<file path="src/rtl/decode_stage_pkg.sv">
// Shared types and opcode prefixes for the 9-bit ISA decode stage.
package decode_stage_pkg;

   localparam int unsigned RAW_W = 4;

   localparam logic [4:0] OP_LOAD   = 5'b11010;
   localparam logic [4:0] OP_STORE  = 5'b11011;
   localparam logic [3:0] OP_LFSR   = 4'b0010;
   localparam logic [3:0] OP_RCXFER = 4'b0100;
   localparam logic [3:0] OP_PARITY = 4'b0101;
   localparam logic [3:0] OP_COPY   = 4'b0110;
   localparam logic [3:0] OP_BRANCH = 4'b1111;

   typedef enum logic [1:0] {RUN, STALL, HALT} decode_state_t;

   typedef struct packed {
      logic             cond_jump;
      logic             br_abs_rel;
      logic             reg_wr_en;
      logic             mem_wr_en;
      logic             load_inst;
      logic             mid_flag1;
      logic             mid_flag2;
      logic [2:0]       const_ctrl;
      logic [1:0]       br_cond;
      logic [RAW_W-1:0] addr_a;
      logic [RAW_W-1:0] addr_b;
      logic [RAW_W-1:0] addr_w;
   } ctrl_bundle_t;

endpackage

</file>
<file path="src/rtl/decode_stage_decode_logic.sv">
// Pure combinational decode of one instruction into the control bundle.
module decode_logic
   import decode_stage_pkg::*;
#(
   parameter int unsigned IW      = 9,
   parameter int unsigned RC_IDX  = 15,
   parameter int unsigned BR_BASE = 11
) (
   input  logic [IW-1:0] instr,
   output ctrl_bundle_t  ctrl
);

   logic [4:0]       op5;
   logic [3:0]       op4;
   logic [RAW_W-1:0] rc;
   logic [RAW_W-1:0] low4;

   assign op5  = instr[IW-1 -: 5];
   assign op4  = instr[IW-1 -: 4];
   assign rc   = RAW_W'(RC_IDX);
   assign low4 = RAW_W'(instr[3:0]);

   always_comb begin
      ctrl            = '0;
      ctrl.mem_wr_en  = (op5 == OP_STORE);
      ctrl.load_inst  = (op5 == OP_LOAD);
      ctrl.reg_wr_en  = !((op5[4:2] == 3'b111) || (op5 == OP_STORE) || (op5 == {OP_LFSR, 1'b0}));
      ctrl.mid_flag1  = instr[4];
      ctrl.mid_flag2  = instr[5];
      ctrl.const_ctrl = instr[4:2];
      ctrl.br_cond    = instr[3:2];
      ctrl.br_abs_rel = instr[4];
      ctrl.addr_a     = RAW_W'(instr[1:0]);
      ctrl.addr_b     = RAW_W'(instr[3:2]);
      ctrl.addr_w     = RAW_W'(instr[1:0]);

      if (op4[3:2] == 2'b00 && op4[1:0] != 2'b10) begin
         ctrl.addr_w = rc;
         ctrl.addr_a = rc;
      end else begin
         case (op4)
            OP_RCXFER: begin
               if (instr[4]) begin
                  ctrl.addr_b = rc;
                  ctrl.addr_w = low4;
               end else begin
                  ctrl.addr_w = rc;
                  ctrl.addr_b = low4;
               end
            end
            OP_LFSR: begin
               ctrl.addr_a = rc;
               if (instr[4]) begin
                  ctrl.addr_b = low4;
                  ctrl.addr_w = low4;
               end else begin
                  ctrl.addr_b = rc;
               end
            end
            OP_PARITY: begin
               ctrl.addr_a = low4;
               ctrl.addr_b = low4;
               ctrl.addr_w = low4;
            end
            OP_BRANCH: begin
               ctrl.cond_jump = 1'b1;
               ctrl.addr_a    = RAW_W'(instr[1:0]) + RAW_W'(BR_BASE);
            end
            OP_COPY: begin
               if (instr[4]) begin
                  ctrl.addr_a = rc;
                  ctrl.addr_b = low4;
               end
            end
            default: ;
         endcase
      end

      // Ack (all ones) aliases the branch opcode; it must have no side effects.
      if (&instr) begin
         ctrl.cond_jump = 1'b0;
         ctrl.reg_wr_en = 1'b0;
         ctrl.mem_wr_en = 1'b0;
      end
   end

endmodule

</file>
<file path="src/rtl/decode_stage.sv">
// Registered decode stage: ID/EX register, handshake, flush, halt on Ack.
// Load-use interlock and StallCnt exist only with DECODE_STAGE_HAZARD_EN.
module decode_stage
   import decode_stage_pkg::*;
#(
   parameter int unsigned IW      = 9,
   parameter int unsigned RAW     = RAW_W,
   parameter int unsigned RC_IDX  = 15,
   parameter int unsigned BR_BASE = 11,
   parameter int unsigned CNT_W   = 8
) (
   input  logic             Clk,
   input  logic             Reset,
   input  logic [IW-1:0]    Instruction,
   input  logic             InstrValid,
   output logic             InstrReady,
   input  logic             Flush,
   input  logic             ExReady,
   output logic             ExValid,
   output logic             ConditionalJump,
   output logic             BranchAbsOrRel,
   output logic             RegWrEn,
   output logic             MemWrEn,
   output logic             LoadInst,
   output logic             MiddleFlag1,
   output logic             MiddleFlag2,
   output logic [2:0]       ConstantControl,
   output logic [1:0]       BranchConditions,
   output logic [RAW-1:0]   RegReadAddrA,
   output logic [RAW-1:0]   RegReadAddrB,
   output logic [RAW-1:0]   RegWriteAddr,
   output logic             Done,
   output logic [CNT_W-1:0] StallCnt
);

   ctrl_bundle_t  dec;
   ctrl_bundle_t  ex_q;
   logic          ex_valid_q;
   decode_state_t state;
   decode_state_t state_next;
   logic          hazard;
   logic          transfer;
   logic          load_ex;
   logic          clear_ex;

   decode_logic #(
      .IW      (IW),
      .RC_IDX  (RC_IDX),
      .BR_BASE (BR_BASE)
   ) u_decode (
      .instr (Instruction),
      .ctrl  (dec)
   );

`ifdef DECODE_STAGE_HAZARD_EN
   logic [CNT_W-1:0] stall_cnt;

   assign hazard = ex_valid_q && ex_q.load_inst && InstrValid &&
                   ((ex_q.addr_w == dec.addr_a) || (ex_q.addr_w == dec.addr_b));

   always_ff @(posedge Clk) begin
      if (Reset)
         stall_cnt <= '0;
      else if (!Flush && hazard && ExReady && !(&stall_cnt))
         stall_cnt <= stall_cnt + 1'b1;
   end

   assign StallCnt = stall_cnt;
`else
   assign hazard   = 1'b0;
   assign StallCnt = '0;
`endif

   assign InstrReady = (state != HALT) && !Flush && !hazard && (!ex_valid_q || ExReady);
   assign transfer   = InstrValid && InstrReady;

   always_comb begin
      state_next = state;
      load_ex    = 1'b0;
      clear_ex   = 1'b0;
      if (Flush) begin
         clear_ex = 1'b1;
         if (state != HALT) state_next = RUN;
      end else if (transfer) begin
         load_ex    = 1'b1;
         state_next = (&Instruction) ? HALT : RUN;
      end else begin
         // A consumed entry with nothing new behind it becomes a bubble.
         clear_ex = ExReady;
         case (state)
            RUN:     if (hazard && ExReady) state_next = STALL;
            STALL:   state_next = RUN;
            default: state_next = state;
         endcase
      end
   end

   always_ff @(posedge Clk) begin
      if (Reset) begin
         state      <= RUN;
         ex_valid_q <= 1'b0;
         ex_q       <= '0;
      end else begin
         state <= state_next;
         if (load_ex) begin
            ex_valid_q <= 1'b1;
            ex_q       <= dec;
         end else if (clear_ex) begin
            ex_valid_q <= 1'b0;
            ex_q       <= '0;
         end
      end
   end

   assign ExValid          = ex_valid_q;
   assign Done             = (state == HALT);
   assign ConditionalJump  = ex_q.cond_jump;
   assign BranchAbsOrRel   = ex_q.br_abs_rel;
   assign RegWrEn          = ex_q.reg_wr_en;
   assign MemWrEn          = ex_q.mem_wr_en;
   assign LoadInst         = ex_q.load_inst;
   assign MiddleFlag1      = ex_q.mid_flag1;
   assign MiddleFlag2      = ex_q.mid_flag2;
   assign ConstantControl  = ex_q.const_ctrl;
   assign BranchConditions = ex_q.br_cond;
   assign RegReadAddrA     = RAW'(ex_q.addr_a);
   assign RegReadAddrB     = RAW'(ex_q.addr_b);
   assign RegWriteAddr     = RAW'(ex_q.addr_w);

endmodule

</file>
<file path="config.mk">
export PLATFORM = sky130hd
export DESIGN_NAME = decode_stage
export DESIGN_NICKNAME = d
export VERILOG_FILES = /design/src/rtl/decode_stage_pkg.sv /design/src/rtl/decode_stage_decode_logic.sv /design/src/rtl/decode_stage.sv
export SDC_FILE = /design/constraint.sdc
export NUM_CORES = 1
export LEC_CHECK = 0
export CORE_AREA = 5 5 69 71
export CTS_CLUSTER_SIZE = 12
export DETAILED_ROUTE_END_ITERATION = 8
export DIE_AREA = 0 0 74 76
export SYNTH_ARGS = -nofsm -noshare
export SYNTH_HDL_FRONTEND = slang
export SYNTH_SLANG_ARGS = --single-unit
</file>
<file path="constraint.sdc">
create_clock -name Clk -period 3.4 [get_ports Clk]
set_input_delay 0.68 -clock Clk [delete_from_list [all_inputs] [get_ports Clk]]
set_output_delay 0.68 -clock Clk [all_outputs]
set_load 0.03 [all_outputs]
</file>
# Word level (Yosys, flattened, before mapping)
# Cells that the tools add are included.
[totals]
inputBits = 14
out_inout_bits = 35
reg_bits = 27
word_cells = 71
[op_classes]
n_addsub = 1
reduce_logical = 15
n_eq_ne = 14
n_mux = 27
[ops]
columns = ["op", "count"]
rows = [
  ["two-way mux 24 bit", 2],
  ["one-hot mux 4 bit (4 select lines)", 2],
  ["two-way mux 4 bit", 5],
  ["two-way mux 8 bit", 2],
  ["== test 4 x 3 -> 1 bit (second input constant)", 3],
  ["two-way mux 2 bit", 6],
  ["one-hot mux 4 bit (3 select lines)", 1],
  ["== test 5 bit (second input constant)", 2],
  ["two-way mux 1 bit", 9],
  ["AND reduction 9 bit", 1],
  ["== test 5 x 3 -> 1 bit (second input constant)", 1],
  ["adder 2 x 4 -> 4 bit (second input constant)", 1],
  ["== test 4 x 2 -> 1 bit (second input constant)", 1],
  ["== test 4 bit (second input constant)", 1],
  ["logical AND 1 bit", 4],
  ["inequality test 2 bit (second input constant)", 2],
  ["== test 3 bit (second input constant)", 1],
  ["logical NOT 1 bit", 3],
  ["logical OR 1 bit", 3],
  ["nonzero test 3 bit", 1],
  ["== test 2 x 1 -> 1 bit (second input constant)", 1],
  ["== test 2 bit (second input constant)", 1],
  ["logical NOT 2 bit", 1],
  ["inequality test 2 x 1 -> 1 bit (second input constant)", 1],
  ["other kinds (2)", 2],
]

# Depth between registers and ports, before layout
# Gate-level depths: netlist of run 1.
[depth]
depth_word = 8
depth_mapped = 6
mapped_depth_nobuf = 6

# Modules after synthesis
# From an unflattened synthesis of run 1, not the netlist that was laid out.
[unflattened]
hier_cells = 230
hier_area_um2 = 1909.3
[by_module_without_submodules]
columns = ["module", "cells_per_inst", "area_each_um2", "seq_area_each_um2", "n_inst"]
rows = [
  ["decode_stage", 136, 1347.5, 520.5, 1],
  ["decode_logic", 94, 561.8, 0.0, 1],
]

# Least setup slack after synthesis of run 1
# No wires, ideal clock.
[synth_path]
path_type = "input to output"
from = "in Flush"
to = "out InstrReady"
slack_ns = 1.553
t_required_ns = 2.720
path_stages = 2
arrival_time_ns = 1.167
path_cell_list = "nor2_1 > and2_1"
[synth_via]
elab_chain_cells = 3
[synth_lines]
columns = ["element", "line_no", "source"]
rows = [
  ["from (decl)", "decode_stage.sv:17", "input logic Flush,"],
  ["logical NOT 1 bit", "decode_stage.sv:74", "assign InstrReady = (state != HALT) && !Flush && !hazard && (!ex_valid_q || ExReady);"],
  ["logical AND 1 bit (2 in series)", "decode_stage.sv:74", ""],
  ["to (decl)", "decode_stage.sv:16", "output logic InstrReady,"],
]
# No other way between the ends.

# Worst setup path in the final report of run 1
# Same ends and word-level chain as after synthesis.

==> impl_metrics.csv, run 1 <==
group,metric,value,unit
clocking,cts_sinks,22,
setup_path,crit_arrival,2.17,ns
synth,ys_async_sr_fraction,0,
sta,hold_ws,0.4568,ns
clocking,cts_resized,0,
clocking,cts.reportedPaths.clkPinSlew,0.08,ns
routing,via_per_inst,5.194,
synth,ys_top_cells_by_count,"dfxtp_1, a21oi_1, buf_4, nor2_1, nand2_1",
synth,synthCells,169,
synth,syn_avg_cell_area,8.144,um^2
setup_path,start_kind,"primary input",
setup_path,path_max_fanout,5,
finish,fillers,443,
setup_path,critPathBufInv,2,
sta,setup_viol,0,
routing,wl_per_cell,13.98,um
sta,rsz0062_at_grt,"no",
placed_design,port_buffers,40,
setup_path,cpLargestDelayFamily,"buffers and inverters",
routing,vias,1283,
finish,layout.nets,212,
synth,synth_cell_types,48,
sta,slew-limit-headroom,0.5801,
synth,netlist_area,0.001376,mm^2
clocking,clk_latency,0.26,ns
grt,overflow,0,
placed_design,hpwl,2.533,mm
setup_path,criticalPathCategory,"primary input to output port",
clocking,cts_buffer_depth,2,
routing,routed_wl,3.453,mm
pwr,sw_frac_of_total,0.2960,
pwr,clkPwrFrac,0.318,
clocking,postCtsSetupRepairBufs,0,
floorplan,die_area,0.005624,mm^2
routing,drc,0,
pwr,p_seq_frac,0.448,
outcome,status,"finished clean",
floorplan,start_util,0.3297,
routing,ant_nets,0,
floorplan,num_rows,24,
routing,first_pass_iters,4,
synth,synth_flop_cell,"dfxtp_1",
synth,synthMostInstantiatedCell,"dfxtp_1",
clocking,cts_hold_buffers,0,
setup_path,cp.required,2.72,ns
floorplan,chipHeight,76,um
pwr,leakage,0.6358,nW
placed_design,placed_cell_area,0.001683,mm^2
sta,fin_setup_tns,0,ns
setup_path,cpMostUsedCell,"clkdlybuf4s50_1",
sta,period_share,0.8368,
grt,grt_pass1_vias,1249,
grt,antenna_found_initial,0,
pwr,power.density,344.4,mW/mm^2
synth,ys_ff_latch,22,
pwr,p_switching,0.1771,mW
synth,ys_seq_area_frac,0.3200,
synth,yosys_warnings,0,
finish,diodes,0,
setup_path,endpoint_kind,"output port",
flow_run,drv_cap,0,
setup_path,slowest_stage,"clkdlybuf4s50_1",
synth,synth_edf_count,0,
sta,finClkSkew,0.003752,ns
finish,area_growth_syn_to_layout,26.27,%
worst_hold_path,min_path_type,"register to register",
finish,drive_gt1_frac,0.04615,
sta,fmax,351.5,MHz
clocking,cts_tree,"done",
sta,fin_crit,2.845,ns
synth,synth_top_area_cell,"dfxtp_1",
floorplan,die_w,74,um
grt,grt_pass1_wl,5.844,mm
placed_design,place_congestion,0.8429,
sta,finalHoldViolCount,0,
grt,grt_max_degree,20,
setup_path,crit_chain,"clkdlybuf4s50_1 > nor2_1 > and2_1 > clkdlybuf4s50_1",
pwr,peakVddDrop,0.0001378,V
synth,synth_top_cell_area_share,0.3200,
clocking,cts_made_buffers,3,
routing,drt_iter0_markers,32,
floorplan,io_pins,49,
pwr,combPwrFrac,0.234,
setup_path,cpPeakStageDelay,0.66,ns
clocking,htreeDepth,1,
sta,worstMarginPinSlew,0.6279,ns
floorplan,core,0.004174,mm^2
finish,post-route-util,0.4164,
clocking,cts-root-buf,"clkbuf_8",
pwr,p_int,0.4213,mW
sta,finalMaxSlewViolations,0,
synth,synth.area.top_cells,"dfxtp_1, buf_4, a21oi_1, buf_6, nand2b_1",
finish,design_area,0.001738,mm^2
grt,grt_util_all_layers,0.1284,
-- worst reg2reg max path, delay by kind of cell (launching register included) --
kind | cells | cell delay [ns]
DFF | 1 | 0.35
AOI/OAI and AO/OA | 2 | 0.34
and+or+nand+nor | 2 | 0.69
-- path summary, 6_finish.rpt --
path	slack (ns)	cells past startpoint	endpoint	from
worst max-delay path	0.55	4	InstrReady	Flush
worst min-delay path	0.46	2	RegWriteAddr[1]	RegWriteAddr[1]
worst max register to register	1.96	4	RegWriteAddr[1]	state[1]
worst min register to register	0.46	2	RegWriteAddr[1]	RegWriteAddr[1]
-- state kept, by name (all words and copies together) (netlist names) --
name	count
RegReadAddrA	4
MiddleFlag2	1
ExValid	1
BranchAbsOrRel	1
RegWrEn	1
RegReadAddrB	4
ConstantControl	2
ConditionalJump	1
LoadInst	1
state	1
MemWrEn	1
RegWriteAddr	4
-- power by group through the flow --
stage	registers [mW]	logic, mW	clock network [mW]
finish	0.268	0.140	0.190
global route	0.270	0.153	0.204
CTS	0.268	0.140	0.195
detailed placement	0.274	0.139	0
global placement	0.275	0.139	0
floorplan	0.287	0.0899	0
-- stage by stage --
stage	worst slack (ns)	total power, mW	cells
after floorplan	1.553	0.3774	176
after global placement	0.6018	0.4140	243
after detailed placement	0.5639	0.4135	243
after CTS	0.5616	0.6028	247
after global routing	0.4752	0.6262	247
final	0.5547	0.5985	247
-- area by class of cell --
type	instances	area [um^2]	share of cell area
repair buffers	41	407.9	0.2347
multi-input cells	121	743.2	0.4276
inverters	7	26.28	0.01512
well taps	52	65.06	0.03744
clock buffers	4	55.05	0.03168
flip-flops and latches	22	440.4	0.2534
-- layout by cell type, fill, tap and decap left out, types with 2 or more instances in the layout --
master / instances
o22ai_1: 4
or4_1: 2
dfxtp_1: 22
o21ai_0: 5
a32o_1: 4
a22oi_1: 6
a32oi_1: 4
nand4_1: 2
nand2_1: 11
a211o_1: 2
o21ai_1: 2
clkdlybuf4s50_1: 40
a21oi_1: 15
o211ai_1: 2
clkbuf_8: 4
o22a_1: 2
nand2b_1: 8
and2b_1: 3
nand3_1: 2
o2bb2ai_1: 2
ha_1: 2
conb_1: 8
inv_2: 2
a22o_1: 2
and3_1: 2
nor2_1: 13
inv_1: 5
-- per-layer routing --
metal	up-vias	global-route usage	share of wire
li1	646	-	-
met1	597	0.1726	0.47
met2	33	0.1986	0.47
met3	7	0.02111	0.040
met4	0	0.05616	0.023
met5	-	0	0
-- cell families (layout without fill, tap and decap cells) --
| family | after synthesis | after routing | synth area share |
|---|---|---|---|
| other | 1 | 8 | 0.002725 |
| DFF | 22 | 22 | 0.3200 |
| buffers and inverters | 33 | 52 | 0.1591 |
| adders and majority gates | 2 | 2 | 0.01818 |
| AOI/OAI and AO/OA | 56 | 56 | 0.2809 |
| and+or+nand+nor | 55 | 55 | 0.2191 |
No activity file was read; power rests on OpenSTA's default activity.
==> run 2: changes to the inputs <==
==> constraint.sdc (replaced) <==
create_clock -name Clk -period 2.81 [get_ports Clk]
set_input_delay 0.562 -clock Clk [delete_from_list [all_inputs] [get_ports Clk]]
set_output_delay 0.562 -clock Clk [all_outputs]
set_load 0.03 [all_outputs]
==> impl_metrics.csv, run 2 (synthesized netlist as in run 1, its figures left out) <==
group,metric,value,unit
outcome,status,"finished clean",
setup_path,crit_chain,"clkdlybuf4s50_1 > nor2_1 > and2_1 > clkdlybuf4s50_1",
routing,drc,0,
floorplan,num_rows,24,
sta,fmax,389.4,MHz
floorplan,die_w,74,um
pwr,leakage,0.6646,nW
setup_path,cpPeakStageDelay,0.66,ns
clocking,cts.reportedPaths.clkPinSlew,0.08,ns
grt,antenna_found_initial,0,
setup_path,cpMostUsedCell,"clkdlybuf4s50_1",
finish,mostFrequentLayoutCell,"clkdlybuf4s50_1",
sta,fin_ws,0.2421,ns
clocking,clk_latency,0.26,ns
setup_path,start_kind,"primary input",
clocking,cts-root-buf,"clkbuf_8",
placed_design,place_congestion,0.8164,
setup_path,criticalPathCategory,"primary input to output port",
setup_path,endpoint_kind,"output port",
setup_path,regToRegStartpoint,"state[1]",
sta,period_share,0.9138,
routing,first_pass_iters,4,
sta,finalHoldViolCount,0,
sta,setup_viol,0,
placed_design,hpwl,2.588,mm
routing,wl_per_cell,13.73,um
clocking,postCtsSetupRepairBufs,0,
placed_design,dp_slack,0.2275,ns
floorplan,io_pins,49,
finish,drive_gt1_frac,0.07463,
sta,rsz0062_at_grt,"no",
floorplan,die_area,0.005624,mm^2
floorplan,core,0.004174,mm^2
setup_path,crit_arrival,2.01,ns
setup_path,cp.required,2.25,ns
grt,grt_max_degree,19,
placed_design,port_buffers,40,
clocking,htreeDepth,1,
clocking,cts_tree,"done",
sta,hold_ws,0.4580,ns
worst_hold_path,min_path_type,"register to register",
routing,via_per_inst,5.020,
sta,worstMarginPinSlew,0.5693,ns
clocking,cts_made_buffers,3,
setup_path,slowest_stage,"clkdlybuf4s50_1",
clocking,cts_sinks,22,
finish,diodes,0,
placed_design,placed_cell_area,0.001728,mm^2
finish,area_growth_syn_to_layout,29.55,%
floorplan,chipHeight,76,um
clocking,cts_hold_buffers,0,
clocking,cts_buffer_depth,2,
sta,finalMaxSlewViolations,0,
clocking,cts_resized,0,
grt,grt_pass1_wl,6.196,mm
pwr,peakVddDrop,0.0001863,V
finish,design_area,0.001783,mm^2
finish,post-route-util,0.4272,
grt,grt_pass1_vias,1322,
routing,vias,1270,
routing,ant_nets,0,
worst_hold_path,hold_start,"RegWriteAddr[1]",
setup_path,cpLargestDelayFamily,"buffers and inverters",
routing,routed_wl,3.473,mm
setup_path,critPathBufInv,2,
sta,fin_crit,2.568,ns
floorplan,start_util,0.3297,
grt,grt_util_all_layers,0.1350,
grt,overflow,0,
sta,slew-limit-headroom,0.6193,
sta,finClkSkew,0.008302,ns
sta,fin_setup_tns,0,ns
finish,layout.nets,218,
flow_run,drv_cap,0,
setup_path,setup.worst_path.start,"Flush",
finish,final_cell_mix,"clkdlybuf4s50_1, dfxtp_1, a21oi_1, nor2_1, nand2_1",
setup_path,path_max_fanout,5,
pwr,power.density,409.3,mW/mm^2
routing,drt_iter0_markers,63,
## run 2: cell types whose count changed in the layout (fill, tap and decap cells not counted)
| cell | previous run | this run |
|---|---|---|
| buf_4 | 1 | 7 |
## run 2: area by class of cell
class | count | area, um^2
Fill cell | 429 | 2391
Multi-Input combinational cell | 121 | 743.2
Timing Repair Buffer | 47 | 452.9
Sequential cell | 22 | 440.4
Tap cell | 52 | 65.06
Clock buffer | 4 | 55.05
Inverter | 7 | 26.28
## run 2: path summary, 6_finish.rpt
| check | cells after the start | endpoint | slack, ns |
|---|---|---|---|
| worst max-delay path | 4 | InstrReady | 0.24 |
| worst min register to register | 2 | RegWriteAddr[1] | 0.46 |
| worst max register to register | 4 | RegWriteAddr[1] | 1.41 |
| worst min-delay path | 2 | RegWriteAddr[1] | 0.46 |
## run 2: metal layers
metal	share of wire	up-vias	track usage
met1	0.48	571	0.1950
li1	-	657	-
met5	0	-	0
met3	0.040	4	0.02111
met2	0.47	38	0.1995
met4	0.012	0	0.04891
## run 2: worst register-to-register path, stage by stage (launching register included)
cell     delay (ns)
dfxtp_1        0.35
nor2_1         0.23
and3_1         0.44
o21ai_0        0.17
a21oi_1        0.16
## run 2: where the power goes
part | switching (mW) | internal, mW | total, mW
sequential | 0.00476 | 0.320 | 0.325
combinational | 0.105 | 0.0704 | 0.175
clock | 0.105 | 0.125 | 0.230
## run 2: through the flow
step | total power [mW] | std cells
floorplan | 0.4566 | 176
global placement | 0.5077 | 249
detailed placement | 0.5067 | 249
CTS | 0.7374 | 253
global route | 0.7735 | 253
finish | 0.7298 | 253
==> run 3: changes to the inputs <==
--- a/config.mk
+++ b/config.mk
@@ -5,10 +5,11 @@
 export SDC_FILE = /design/constraint.sdc
 export NUM_CORES = 1
 export LEC_CHECK = 0
-export CORE_AREA = 5 5 69 71
+export CORE_AREA = 2 2 62 64
 export CTS_CLUSTER_SIZE = 12
 export DETAILED_ROUTE_END_ITERATION = 8
-export DIE_AREA = 0 0 74 76
+export DIE_AREA = 0 0 64 66
+export PLACE_DENSITY = 0.71
 export SYNTH_ARGS = -nofsm -noshare
 export SYNTH_HDL_FRONTEND = slang
 export SYNTH_SLANG_ARGS = --single-unit
==> impl_metrics.csv, run 3 (synthesized netlist as in run 1, its figures left out) <==
group,metric,value,unit
outcome,status,"finished clean",
grt,antenna_found_initial,0,
setup_path,path_max_fanout,5,
sta,slew-limit-headroom,0.5941,
sta,finalMaxSlewViolations,0,
clocking,postCtsSetupRepairBufs,0,
routing,routed_wl,3.255,mm
sta,worstMarginPinSlew,0.6069,ns
sta,hold_ws,0.4620,ns
floorplan,die_w,64,um
floorplan,chipHeight,66,um
setup_path,cp.required,2.25,ns
floorplan,die_area,0.004224,mm^2
placed_design,dp_slack,0.2154,ns
worst_hold_path,min_path_type,"register to register",
setup_path,crit_arrival,2.04,ns
sta,setup_viol,0,
clocking,cts_sinks,22,
sta,fin_ws,0.2084,ns
floorplan,core,0.003551,mm^2
sta,fin_crit,2.602,ns
clocking,cts_resized,0,
floorplan,num_rows,22,
setup_path,start_kind,"primary input",
grt,grt_pass1_vias,1186,
pwr,power.density,366.8,mW/mm^2
finish,diodes,0,
clocking,cts-root-buf,"clkbuf_4",
finish,drive_gt1_frac,0.06061,
finish,area_growth_syn_to_layout,25.73,%
placed_design,hpwl,2.389,mm
placed_design,place_congestion,0.9127,
floorplan,io_pins,49,
sta,period_share,0.9259,
routing,wl_per_cell,13.23,um
grt,grt_pass1_wl,5.478,mm
grt,overflow,0,
finish,layout.nets,216,
flow_run,drv_cap,0,
pwr,finalPower,0.6347,mW
finish,final_cell_mix,"clkdlybuf4s50_1, dfxtp_1, a21oi_1, nor2_1, nand2_1",
placed_design,port_buffers,40,
routing,first_pass_iters,4,
setup_path,criticalPathCategory,"primary input to output port",
clocking,cts_buffer_depth,2,
routing,drt_iter0_markers,79,
clocking,clk_latency,0.30,ns
routing,via_per_inst,5.244,
clocking,cts_tree,"done",
routing,vias,1290,
grt,grt_max_degree,20,
sta,fin_setup_tns,0,ns
placed_design,dp_cells,243,
sta,fmax,384.4,MHz
finish,mostFrequentLayoutCell,"clkdlybuf4s50_1",
routing,ant_nets,0,
setup_path,endpoint_kind,"output port",
clocking,htreeDepth,1,
floorplan,start_util,0.3876,
clocking,cts_hold_buffers,0,
routing,drc,0,
sta,finalHoldViolCount,0,
clocking,cts_made_buffers,3,
grt,grt_util_all_layers,0.1614,
clocking,cts.reportedPaths.clkPinSlew,0.11,ns
pwr,peakVddDrop,0.0002177,V
sta,rsz0062_at_grt,"no",
finish,final_cells,246,
pwr,leakage,0.6401,nW
sta,finClkSkew,0.003932,ns
run 3: cell types whose count changed in the layout (fill, tap and decap cells not counted), sizes merged:
cell,change
clkbuf,-1
buf,-2
run 3: power by group:
group / switching [mW] / internal, mW / total (mW)
Combinational: 0.105 / 0.0687 / 0.174
Sequential: 0.00496 / 0.320 / 0.325
Clock: 0.0861 / 0.0500 / 0.136
run 3: cell type report:
type | count | area (um^2)
Fill cell | 342 | 1821
Timing Repair Buffer | 45 | 437.9
Inverter | 7 | 26.28
Sequential cell | 22 | 440.4
Multi-Input combinational cell | 121 | 743.2
Clock buffer | 3 | 22.52
Tap cell | 48 | 60.06
run 3: through the flow:
step,utilization,area (um^2)
global placement,0.4810,1708
floorplan,-,1403
global route,0.4873,1730
finish,0.4873,1730
CTS,0.4873,1730
detailed placement,0.4810,1708
run 3: metal layers:
| metal | share of wire | up-vias | global-route usage | wire [um] |
|---|---|---|---|---|
| met3 | 0.063 | 4 | 0.03918 | 204 |
| met1 | 0.48 | 587 | 0.2141 | 1560 |
| met5 | 0 | - | 0 | 0 |
| met2 | 0.45 | 50 | 0.2578 | 1451 |
| met4 | 0.012 | 0 | 0.04891 | 38 |
| li1 | - | 649 | - | - |
run 3: worst max-delay path, stage by stage:
cell and delay (ns):
clkdlybuf4s50_1 0.42, nor2_1 0.23, and2_1 0.17, clkdlybuf4s50_1 0.66
run 3: final timing paths:
path | endpoint | slack [ns] | cells after the start | startpoint
worst max register to register | RegWriteAddr[0] | 1.38 | 4 | state[1]
worst max-delay path | InstrReady | 0.21 | 4 | Flush
worst min register to register | RegWrEn | 0.46 | 2 | RegWrEn
worst min-delay path | RegWrEn | 0.46 | 2 | RegWrEn
